`src/rtl/addsub_result_fifo_if.sv`:
```
// Handshake bundle between the add/sub result FIFO, its producer and its consumer.
// With ADDSUB_FIFO_DROPCNT_EN defined the bundle also carries the 8-bit drop counter.
interface addsub_result_fifo_if #(
    parameter int DW = 8,
    parameter int AW = 3
);
    logic          in_valid;
    logic [DW-1:0] in_s;
    logic          in_cout;
    logic          out_ready;
    logic          out_valid;
    logic [DW-1:0] out_s;
    logic          out_cout;
    logic [AW:0]   level;
    logic          full;
    logic          empty;
    logic          overflow;
`ifdef ADDSUB_FIFO_DROPCNT_EN
    logic [7:0]    drop_cnt;
`endif

    // master: producer/consumer side; slave: the FIFO
    modport master (
        output in_valid, in_s, in_cout, out_ready,
        input  out_valid, out_s, out_cout, level, full, empty, overflow
`ifdef ADDSUB_FIFO_DROPCNT_EN
        , input drop_cnt
`endif
    );

    modport slave (
        input  in_valid, in_s, in_cout, out_ready,
        output out_valid, out_s, out_cout, level, full, empty, overflow
`ifdef ADDSUB_FIFO_DROPCNT_EN
        , output drop_cnt
`endif
    );
endinterface

```
`src/rtl/addsub_result_fifo.sv`:
```
// Result FIFO behind the add/sub stage: registered first-word-fall-through head, drop tracking.
// Optional macro ADDSUB_FIFO_DROPCNT_EN adds a saturating 8-bit drop counter.
module addsub_result_fifo #(
    parameter int DW    = 8,
    parameter int DEPTH = 8,
    parameter int AW    = 3
) (
    input  logic                  clk,
    input  logic                  rst,
    addsub_result_fifo_if.slave   fifo_if
);
    localparam int WW = DW + 1;

    logic [WW-1:0] mem_q [DEPTH];
    logic [AW-1:0] wr_ptr_q, wr_ptr_d;
    logic [AW-1:0] rd_ptr_q, rd_ptr_d;
    logic [AW:0]   level_q, level_d;
    logic [AW:0]   mem_cnt;
    logic [WW-1:0] head_q, head_d;
    logic [WW-1:0] in_word;
    logic          out_valid_q, out_valid_d;
    logic          full, pop, push, drop, mem_wr;

    function automatic logic [7:0] sat_inc8(input logic [7:0] v);
        return (v == 8'hFF) ? v : v + 8'd1;
    endfunction

    assign in_word = {fifo_if.in_cout, fifo_if.in_s};

    // The head register holds the oldest entry; mem_q holds the rest (level - out_valid).
    always_comb begin
        full        = (level_q == (AW+1)'(DEPTH));
        pop         = out_valid_q && fifo_if.out_ready;
        push        = fifo_if.in_valid && (!full || pop);
        drop        = fifo_if.in_valid && full && !pop;
        mem_cnt     = level_q - (AW+1)'(out_valid_q);
        head_d      = head_q;
        out_valid_d = out_valid_q;
        rd_ptr_d    = rd_ptr_q;
        wr_ptr_d    = wr_ptr_q;
        mem_wr      = 1'b0;
        level_d     = level_q;

        if (!out_valid_q || pop) begin
            if (mem_cnt != '0) begin
                head_d      = mem_q[rd_ptr_q];
                rd_ptr_d    = rd_ptr_q + AW'(1);
                out_valid_d = 1'b1;
                mem_wr      = push;
            end else if (push) begin
                // Bypass straight into the head so an empty FIFO shows data after one edge
                head_d      = in_word;
                out_valid_d = 1'b1;
            end else begin
                out_valid_d = 1'b0;
            end
        end else begin
            mem_wr = push;
        end

        if (mem_wr) begin
            wr_ptr_d = wr_ptr_q + AW'(1);
        end

        case ({push, pop})
            2'b10:   level_d = level_q + (AW+1)'(1);
            2'b01:   level_d = level_q - (AW+1)'(1);
            default: level_d = level_q;
        endcase
    end

    always_ff @(posedge clk or posedge rst) begin
        if (rst) begin
            wr_ptr_q    <= '0;
            rd_ptr_q    <= '0;
            level_q     <= '0;
            head_q      <= '0;
            out_valid_q <= 1'b0;
        end else begin
            wr_ptr_q    <= wr_ptr_d;
            rd_ptr_q    <= rd_ptr_d;
            level_q     <= level_d;
            head_q      <= head_d;
            out_valid_q <= out_valid_d;
        end
    end

    always_ff @(posedge clk) begin
        if (mem_wr) begin
            mem_q[wr_ptr_q] <= in_word;
        end
    end

`ifdef ADDSUB_FIFO_DROPCNT_EN
    logic [7:0] drop_cnt_q, drop_cnt_d;

    always_comb begin
        drop_cnt_d = drop ? sat_inc8(drop_cnt_q) : drop_cnt_q;
    end

    always_ff @(posedge clk or posedge rst) begin
        if (rst) begin
            drop_cnt_q <= '0;
        end else begin
            drop_cnt_q <= drop_cnt_d;
        end
    end

    assign fifo_if.drop_cnt = drop_cnt_q;
    assign fifo_if.overflow = (drop_cnt_q != 8'd0);
`else
    logic overflow_q, overflow_d;

    always_comb begin
        overflow_d = overflow_q | drop;
    end

    always_ff @(posedge clk or posedge rst) begin
        if (rst) begin
            overflow_q <= 1'b0;
        end else begin
            overflow_q <= overflow_d;
        end
    end

    assign fifo_if.overflow = overflow_q;
`endif

    assign fifo_if.out_valid = out_valid_q;
    assign fifo_if.out_s     = head_q[DW-1:0];
    assign fifo_if.out_cout  = head_q[DW];
    assign fifo_if.level     = level_q;
    assign fifo_if.full      = full;
    assign fifo_if.empty     = (level_q == '0);
endmodule

```
`src/flat_wrapper.sv`:
```
// flat-port wrapper written by rule: the top's interface ports become plain ports
module addsub_result_fifo_flat 
#(
    parameter int DW    = 8,
    parameter int DEPTH = 8,
    parameter int AW    = 3
)
  (clk, rst, fifo_if_in_valid, fifo_if_in_s, fifo_if_in_cout, fifo_if_out_ready, fifo_if_out_valid, fifo_if_out_s, fifo_if_out_cout, fifo_if_level, fifo_if_full, fifo_if_empty, fifo_if_overflow);
  addsub_result_fifo_if #(.DW(DW), .AW(AW)) fifo_if_i ();
  input  logic clk;
  input  logic rst;
  input wire logic [$bits(fifo_if_i.in_valid)-1:0] fifo_if_in_valid;
  input wire logic [$bits(fifo_if_i.in_s)-1:0] fifo_if_in_s;
  input wire logic [$bits(fifo_if_i.in_cout)-1:0] fifo_if_in_cout;
  input wire logic [$bits(fifo_if_i.out_ready)-1:0] fifo_if_out_ready;
  output wire logic [$bits(fifo_if_i.out_valid)-1:0] fifo_if_out_valid;
  output wire logic [$bits(fifo_if_i.out_s)-1:0] fifo_if_out_s;
  output wire logic [$bits(fifo_if_i.out_cout)-1:0] fifo_if_out_cout;
  output wire logic [$bits(fifo_if_i.level)-1:0] fifo_if_level;
  output wire logic [$bits(fifo_if_i.full)-1:0] fifo_if_full;
  output wire logic [$bits(fifo_if_i.empty)-1:0] fifo_if_empty;
  output wire logic [$bits(fifo_if_i.overflow)-1:0] fifo_if_overflow;
  assign fifo_if_i.in_valid = fifo_if_in_valid;
  assign fifo_if_i.in_s = fifo_if_in_s;
  assign fifo_if_i.in_cout = fifo_if_in_cout;
  assign fifo_if_i.out_ready = fifo_if_out_ready;
  assign fifo_if_out_valid = fifo_if_i.out_valid;
  assign fifo_if_out_s = fifo_if_i.out_s;
  assign fifo_if_out_cout = fifo_if_i.out_cout;
  assign fifo_if_level = fifo_if_i.level;
  assign fifo_if_full = fifo_if_i.full;
  assign fifo_if_empty = fifo_if_i.empty;
  assign fifo_if_overflow = fifo_if_i.overflow;
  addsub_result_fifo #(.DW(DW), .DEPTH(DEPTH), .AW(AW)) u_core (.clk(clk), .rst(rst), .fifo_if(fifo_if_i));
endmodule
```
`config.mk`:
```
export PLATFORM = sky130hd
export DESIGN_NAME = addsub_result_fifo_flat
export DESIGN_NICKNAME = d
export VERILOG_FILES = /design/src/rtl/addsub_result_fifo_if.sv /design/src/rtl/addsub_result_fifo.sv /design/src/flat_wrapper.sv
export SDC_FILE = /design/constraint.sdc
export NUM_CORES = 1
export LEC_CHECK = 0
export ABC_AREA = 1
export CAP_MARGIN = 20
export CORE_AREA = 4 4 107 109
export DETAILED_ROUTE_END_ITERATION = 10
export DIE_AREA = 0 0 111 113
export GPL_ROUTABILITY_DRIVEN = 0
export HOLD_SLACK_MARGIN = 0.08
export PLACE_DENSITY = 0.7
export SLEW_MARGIN = 20
export SYNTH_ARGS = -nofsm -noshare
export SYNTH_HDL_FRONTEND = slang
export SYNTH_SLANG_ARGS = --single-unit
```
`constraint.sdc`:
```
create_clock -name clk -period 2.2 [get_ports clk]
set_input_delay 0.33 -clock clk [delete_from_list [all_inputs] [get_ports clk]]
set_output_delay 0.33 -clock clk [all_outputs]
set_load 0.1 [all_outputs]
```
==> metrics.yaml, run 1 <==
yosys.area.top_type: "edfxtp_1"
ir_drop_v: 0.000758
layout.cells.non_filler: 570
grt_pass1_wl_mm: 14.8
cts.repair.resized: 0
slew_headroom_pct: 59.2
crit_path_start: "u_core.fifo_if.level[0]"
multi_input_area_mm2: 0.00126
maxCapViolations: 0
fin_crit_sh_pct: 86.7
synth_fp_nets: 404
ys_types: 26
clock_latency_ns: 0.36
drt_iter0_drc: 227
area_delta_synth_final_pct: 17.8
hpwl_mm: 6.24
cts_tree: "yes"
critPathLaunchType: "flop"
whs_ns: 0.320
start_util_pct: 38.5
hold_path_class: "input port to async pin"
netlist_top_cells_area: "edfxtp_1, dfrtp_1, nand2_1"
crit_arrival_ns: 2.02
synth_cells: 385
drc: 0
p_total_w: 0.00710
finClkSkew_ns: 0.0160
antenna_found_initial: 0
report.final.slew_viol_count: 0
die_area_mm2: 0.0125
nNetsFinal: 444
seqCellArea_mm2: 0.00270
finalSetupViolCount: 0
clockBufferDepth: 2
timing.rr.end: "u_core.mem_q[7][4]"
grt_start_max_net_pins: 38
fp.dieH_um: 113
crit_path_end_kind: "flop"
r2r_slack_ns: 0.29
status: "finished, final reports clean"
coreArea_mm2: 0.0106
cts_hold_buf: 0
routed_wl_mm: 9.15
via_per_inst: 4.93
leakage_nw: 1.93
clkSlewWorstSetupHoldPaths_ns: 0.09
numCtsBuffers: 9
max_freq_ghz: 0.524
grt.overflow.total: 0
hold_viol_final: 0
min_period_ns: 1.91
path_max_fanout: 9
yosysMostFrequentCell: "nand2_1"
fill_cells: 952
dp.cells: 554
num_io_pins: 30
grt_pass1_vias: 2767
vias: 2811
cp-endpoint: "u_core.mem_q[7][4]"
rsz0062_at_grt: "false"
rr_startpoint: "u_core.fifo_if.level[0]"
crit_type: "flop to flop"
ys_seq_area_share_pct: 65.8
postCtsSetupBuffers: 0
diodes: 0
ys.warnings.count: 0
power_density_mw_per_mm2: 1480
track_usage_pct: 15.4
ff2ff_path_depth: 8
port_buffers: 29
ys_ff_latch: 93
worstMarginPinSlew_ns: 0.611
worstPathRequired_ns: 2.32
clock_sinks: 93
htree_levels: 3
rows: 38
synth_edf_count: 72
synth_ff_type: "edfxtp_1"
synth.avg_cell_area_um2: 10.6
clock-root-buffer: "clkbuf_8"
drive_gt1_share_pct: 17.9
die_w_um: 111
drtAntennaViolNets: 0
synthDominantCellAreaShare_pct: 53.0
synth_common_cells: "nand2_1, nand3_1, edfxtp_1"
syn_area_mm2: 0.00408
avgRoutedWirePerCell_um: 16.0
async_flop_share_pct: 22.6
drt_pass1_iterations: 4
## logic make-up (layout without fill, tap and decap cells)
group | after synthesis | after routing | synth area share [%]
flops | 93 | 93 | 65.8
simple gates | 229 | 229 | 24.6
buf+inv | 39 | 84 | 4.66
compound gates | 14 | 14 | 2.02
xor+xnor | 4 | 4 | 0.859
fa+ha+maj | 6 | 6 | 2.02
## how the worst min path moves through the flow
stage / to / cells after the start / startpoint / slack, ns
2_1_floorplan: u_core.fifo_if.level[0] / 1 / rst / 0.31
3_3_place_gp: u_core.fifo_if.overflow / 1 / u_core.fifo_if.overflow / 0.47
3_5_place_dp: u_core.fifo_if.overflow / 1 / u_core.fifo_if.overflow / 0.47
4_1_cts: u_core.fifo_if.overflow / 2 / rst / 0.34
5_1_grt: u_core.head_q[7] / 2 / rst / 0.36
6_report: u_core.fifo_if.overflow / 2 / rst / 0.32
## sequential cells by signal, summed over array words and instances, names as in the netlist
register                  count
u_core.fifo_if.level          4
u_core.fifo_if.out_valid      1
u_core.fifo_if.overflow       1
u_core.head_q                 9
u_core.mem_q                 72
u_core.rd_ptr_q               3
u_core.wr_ptr_q               3
## metal layers
layer	up-vias	global-route usage, %	part of all wire [%]
met1	1332	21.2	45
met2	70	24.2	48
li1	1391	-	-
met4	0	7.31	2.4
met3	18	2.30	4.1
met5	-	0	0
## where the power goes
| group | internal [W] | total, W | switching, W | leakage (nW) |
|---|---|---|---|---|
| clock network | 0.000528 | 0.00111 | 0.000585 | 0.0918 |
| registers | 0.00229 | 0.00257 | 0.000281 | 0.899 |
| logic | 0.000913 | 0.00341 | 0.00250 | 0.942 |
| total | 0.00373 | 0.00710 | 0.00337 | 1.93 |
## stage by stage
stage	setup slack [ns]	utilization [%]	instance area (µm²)	setup TNS [ns]
after floorplan	-0.0377	-	4150	-1.41
after global placement	0.185	43.5	4610	0
after detailed placement	0.148	43.5	4610	0
after CTS	0.268	45.3	4810	0
after global routing	0.143	45.3	4810	0
final	0.292	45.3	4810	0
## area by class of cell
cell class | count | share of cell area (%)
Inverter | 24 | 1.87
Clock inverter | 7 | 1.56
Multi-Input combinational cell | 253 | 26.2
Timing Repair Buffer | 44 | 8.02
Sequential cell | 93 | 56.1
Tap cell | 140 | 3.64
Clock buffer | 9 | 2.58
## worst max-delay path: stages (launching register included)
cell and delay (ns):
dfrtp_4 0.45, inv_2 0.07, ha_1 0.27, nand2_1 0.04, nor2_1 0.12, nand2_2 0.09
o21ai_2 0.38, nor3_2 0.07, buf_4 0.18
## placed cells by master (no fill, tap or decap), types with 2 or more instances in the layout
master / instances
nand4_1: 3
dfrtp_1: 16
nand2_2: 4
nor3_2: 4
nand2_1: 119
xnor2_1: 2
xor2_1: 2
clkbuf_8: 9
ha_1: 5
dfrtp_2: 4
nand3_1: 79
edfxtp_1: 72
clkdlybuf4s50_1: 12
nor2_2: 3
buf_12: 2
inv_1: 18
nor2_1: 11
inv_2: 5
nor3_4: 2
a21oi_1: 4
clkinvlp_4: 3
nand3_2: 2
buf_4: 30
o21ai_0: 6
No activity file was read; power rests on OpenSTA's default activity.
==> run 2: changes to the inputs <==
--- a/config.mk
+++ b/config.mk
@@ -7,12 +7,14 @@
 export LEC_CHECK = 0
 export ABC_AREA = 1
 export CAP_MARGIN = 20
-export CORE_AREA = 4 4 107 109
+export CELL_PAD_IN_SITES_DETAIL_PLACEMENT = 2
+export CELL_PAD_IN_SITES_GLOBAL_PLACEMENT = 2
+export CORE_AREA = 4 4 113 115
 export DETAILED_ROUTE_END_ITERATION = 10
-export DIE_AREA = 0 0 111 113
+export DIE_AREA = 0 0 117 119
 export GPL_ROUTABILITY_DRIVEN = 0
 export HOLD_SLACK_MARGIN = 0.08
-export PLACE_DENSITY = 0.7
+export PLACE_DENSITY = 0.86
 export SLEW_MARGIN = 20
 export SYNTH_ARGS = -nofsm -noshare
 export SYNTH_HDL_FRONTEND = slang
==> metrics.yaml, run 2 (synthesized netlist as in run 1, its figures left out) <==
diodes: 0  # unchanged
grt_util_met2_pct: 33.1  # +9.0 points
hold_path_class: "input port to async pin"
area_delta_synth_final_pct: 21.3
fin_crit_sh_pct: 90.1  # +3.3 points
drc: 0  # unchanged
cts_hold_buf: 0  # unchanged
finClkSkew_ns: 0.00734  # -0.00866 ns
cts.repair.resized: 0  # unchanged
dpl_cell_area_mm2: 0.00466  # +1.2%
routed_wl_mm: 11.6  # +27%
grt.overflow.total: 0  # unchanged
leakage_nw: 2.00  # +3.3%
status: "finished, final reports clean"
grt_start_max_net_pins: 38  # unchanged
fp.dieH_um: 119  # +5.3%
rsz0062_at_grt: "false"
vias: 2983  # +6.1%
min_period_ns: 1.98  # +0.0736 ns
crit_path_end_kind: "flop"
timing.rr.end: "u_core.head_q[2]"
port_buffers: 29  # unchanged
post-route-util_pct: 41.9  # -3.4 points
grt_pass1_wl_mm: 18.8  # +27%
track_usage_pct: 18.1  # +2.7 points
clock_latency_ns: 0.34  # -0.02 ns
maxCapViolations: 0  # unchanged
max_freq_ghz: 0.505  # -3.7%
drtAntennaViolNets: 0  # unchanged
grt_pass1_vias: 3438  # +24%
worstPathRequired_ns: 2.48  # +0.16 ns
critPathLaunchType: "flop"
hpwl_mm: 8.30  # +33%
final_area_mm2: 0.00495  # +3.0%
drive_gt1_share_pct: 17.4  # -0.51 points
via_per_inst: 5.16  # +4.7%
final_cell_mix: "nand2_1, nand3_1, edfxtp_1, buf_4, inv_1"
whs_ns: 0.304  # -0.0167 ns
num_io_pins: 30  # unchanged
coreArea_mm2: 0.0118  # +11%
rows: 40  # +5.3%
use_met3_pct: 3.81  # +1.5 points
final_common_cell: "nand2_1"
rr_startpoint: "u_core.fifo_if.level[0]"
ir_drop_v: 0.000872  # +15%
slew_headroom_pct: 56.7  # -2.5 points
die_w_um: 117  # +5.4%
cts_tree: "yes"
hold_viol_final: 0  # unchanged
clockBufferDepth: 2  # unchanged
postCtsSetupBuffers: 0  # unchanged
die_area_mm2: 0.0139  # +11%
report.final.slew_viol_count: 0  # unchanged
regMostFlops: "u_core.mem_q"
met1_usage_pct: 20.1  # -1.1 points
path_max_fanout: 22  # +13
htree_levels: 3  # unchanged
clkSlewWorstSetupHoldPaths_ns: 0.07  # -0.02 ns
power_density_mw_per_mm2: 1560  # +5.6%
numCtsBuffers: 9  # unchanged
nNetsFinal: 445  # +0.23%
avgRoutedWirePerCell_um: 20.1  # +25%
antenna_found_initial: 0  # unchanged
crit_arrival_ns: 2.26  # +0.24 ns
largest_reg_flops: 72  # unchanged
clock-root-buffer: "clkbuf_16"
drt_pass1_iterations: 4  # unchanged
start_util_pct: 34.6  # -3.9 points
grt_most_used_layer: "met2"
crit_type: "flop to flop"
worstMarginPinSlew_ns: 0.648  # +0.0375 ns
finalSetupViolCount: 0  # unchanged
drt_iter0_drc: 169  # -26%
r2r_slack_ns: 0.22  # -0.07 ns
clock_sinks: 93  # unchanged
fill_cells: 1236  # +30%
ff2ff_path_depth: 10  # +2
==> run 2: changes by cell type in the layout (fill, tap and decap cells not counted), sizes merged <==
cell	change
buf	+1
inv	-1
clkinv	+1
clkbuf	+4
clkinvlp	-3
bufinv	-1
==> run 2: critical path, stage by stage, from the launching register on <==
cell,delay (ns)
dfrtp_4,0.50
inv_2,0.10
ha_1,0.24
nand2_1,0.07
nor2_1,0.05
nand2_2,0.09
buf_4,0.23
nand2_4,0.20
a21oi_1,0.26
nand2_1,0.09
nand2_1,0.08
==> run 2: area by class of cell <==
type	count	area (µm²)	area share, %
Sequential cell	93	2700	54.5
Multi-Input combinational cell	253	1260	25.5
Timing Repair Buffer	45	430	8.69
Clock buffer	13	272	5.48
Tap cell	147	184	3.71
Inverter	24	90.1	1.82
Clock inverter	3	17.5	0.354
==> run 2: per-stage QoR <==
stage	worst slack [ns]	TNS [ns]	std cells	power, W
finish	0.218	0	578	0.00772
global route	0.0247	0	578	0.00821
floorplan	-0.0377	-1.41	385	0.00520
CTS	0.198	0	578	0.00781
global placement	0.161	0	562	0.00603
detailed placement	0.00229	0	562	0.00627
==> run 2: worst max-delay path by stage <==
stage                                  from                 endpoint  slack (ns)  cells past startpoint
floorplan           u_core.fifo_if.level[0]       u_core.mem_q[2][0]       -0.04                      7
global placement          fifo_if_out_ready  u_core.fifo_if.level[3]        0.16                     10
detailed placement        fifo_if_out_ready  u_core.fifo_if.level[3]       0.002                     10
CTS                 u_core.fifo_if.level[0]       u_core.mem_q[1][4]        0.20                      8
global route        u_core.fifo_if.level[0]         u_core.head_q[2]        0.02                     10
finish              u_core.fifo_if.level[0]         u_core.head_q[2]        0.22                     10
==> run 2: power breakdown <==
part,internal (W),total [W],switching (W)
clock network,0.000863,0.00151,0.000645
logic,0.000953,0.00364,0.00269
registers,0.00230,0.00257,0.000273
==> run 2: per-layer routing <==
layer / vias up / routed length, µm
met3: 20 / 283
met1: 1519 / 4570
met4: 0 / 338
met2: 51 / 6440
met5: - / 0
li1: 1393 / -
==> run 3: changes to the inputs <==
--- a/config.mk
+++ b/config.mk
@@ -13,7 +13,6 @@
 export DETAILED_ROUTE_END_ITERATION = 10
 export DIE_AREA = 0 0 117 119
 export GPL_ROUTABILITY_DRIVEN = 0
-export HOLD_SLACK_MARGIN = 0.08
 export PLACE_DENSITY = 0.86
 export SLEW_MARGIN = 20
 export SYNTH_ARGS = -nofsm -noshare
==> results of run 3 <==
Same layout as run 2: the final DEF is identical, and so are final timing and power.
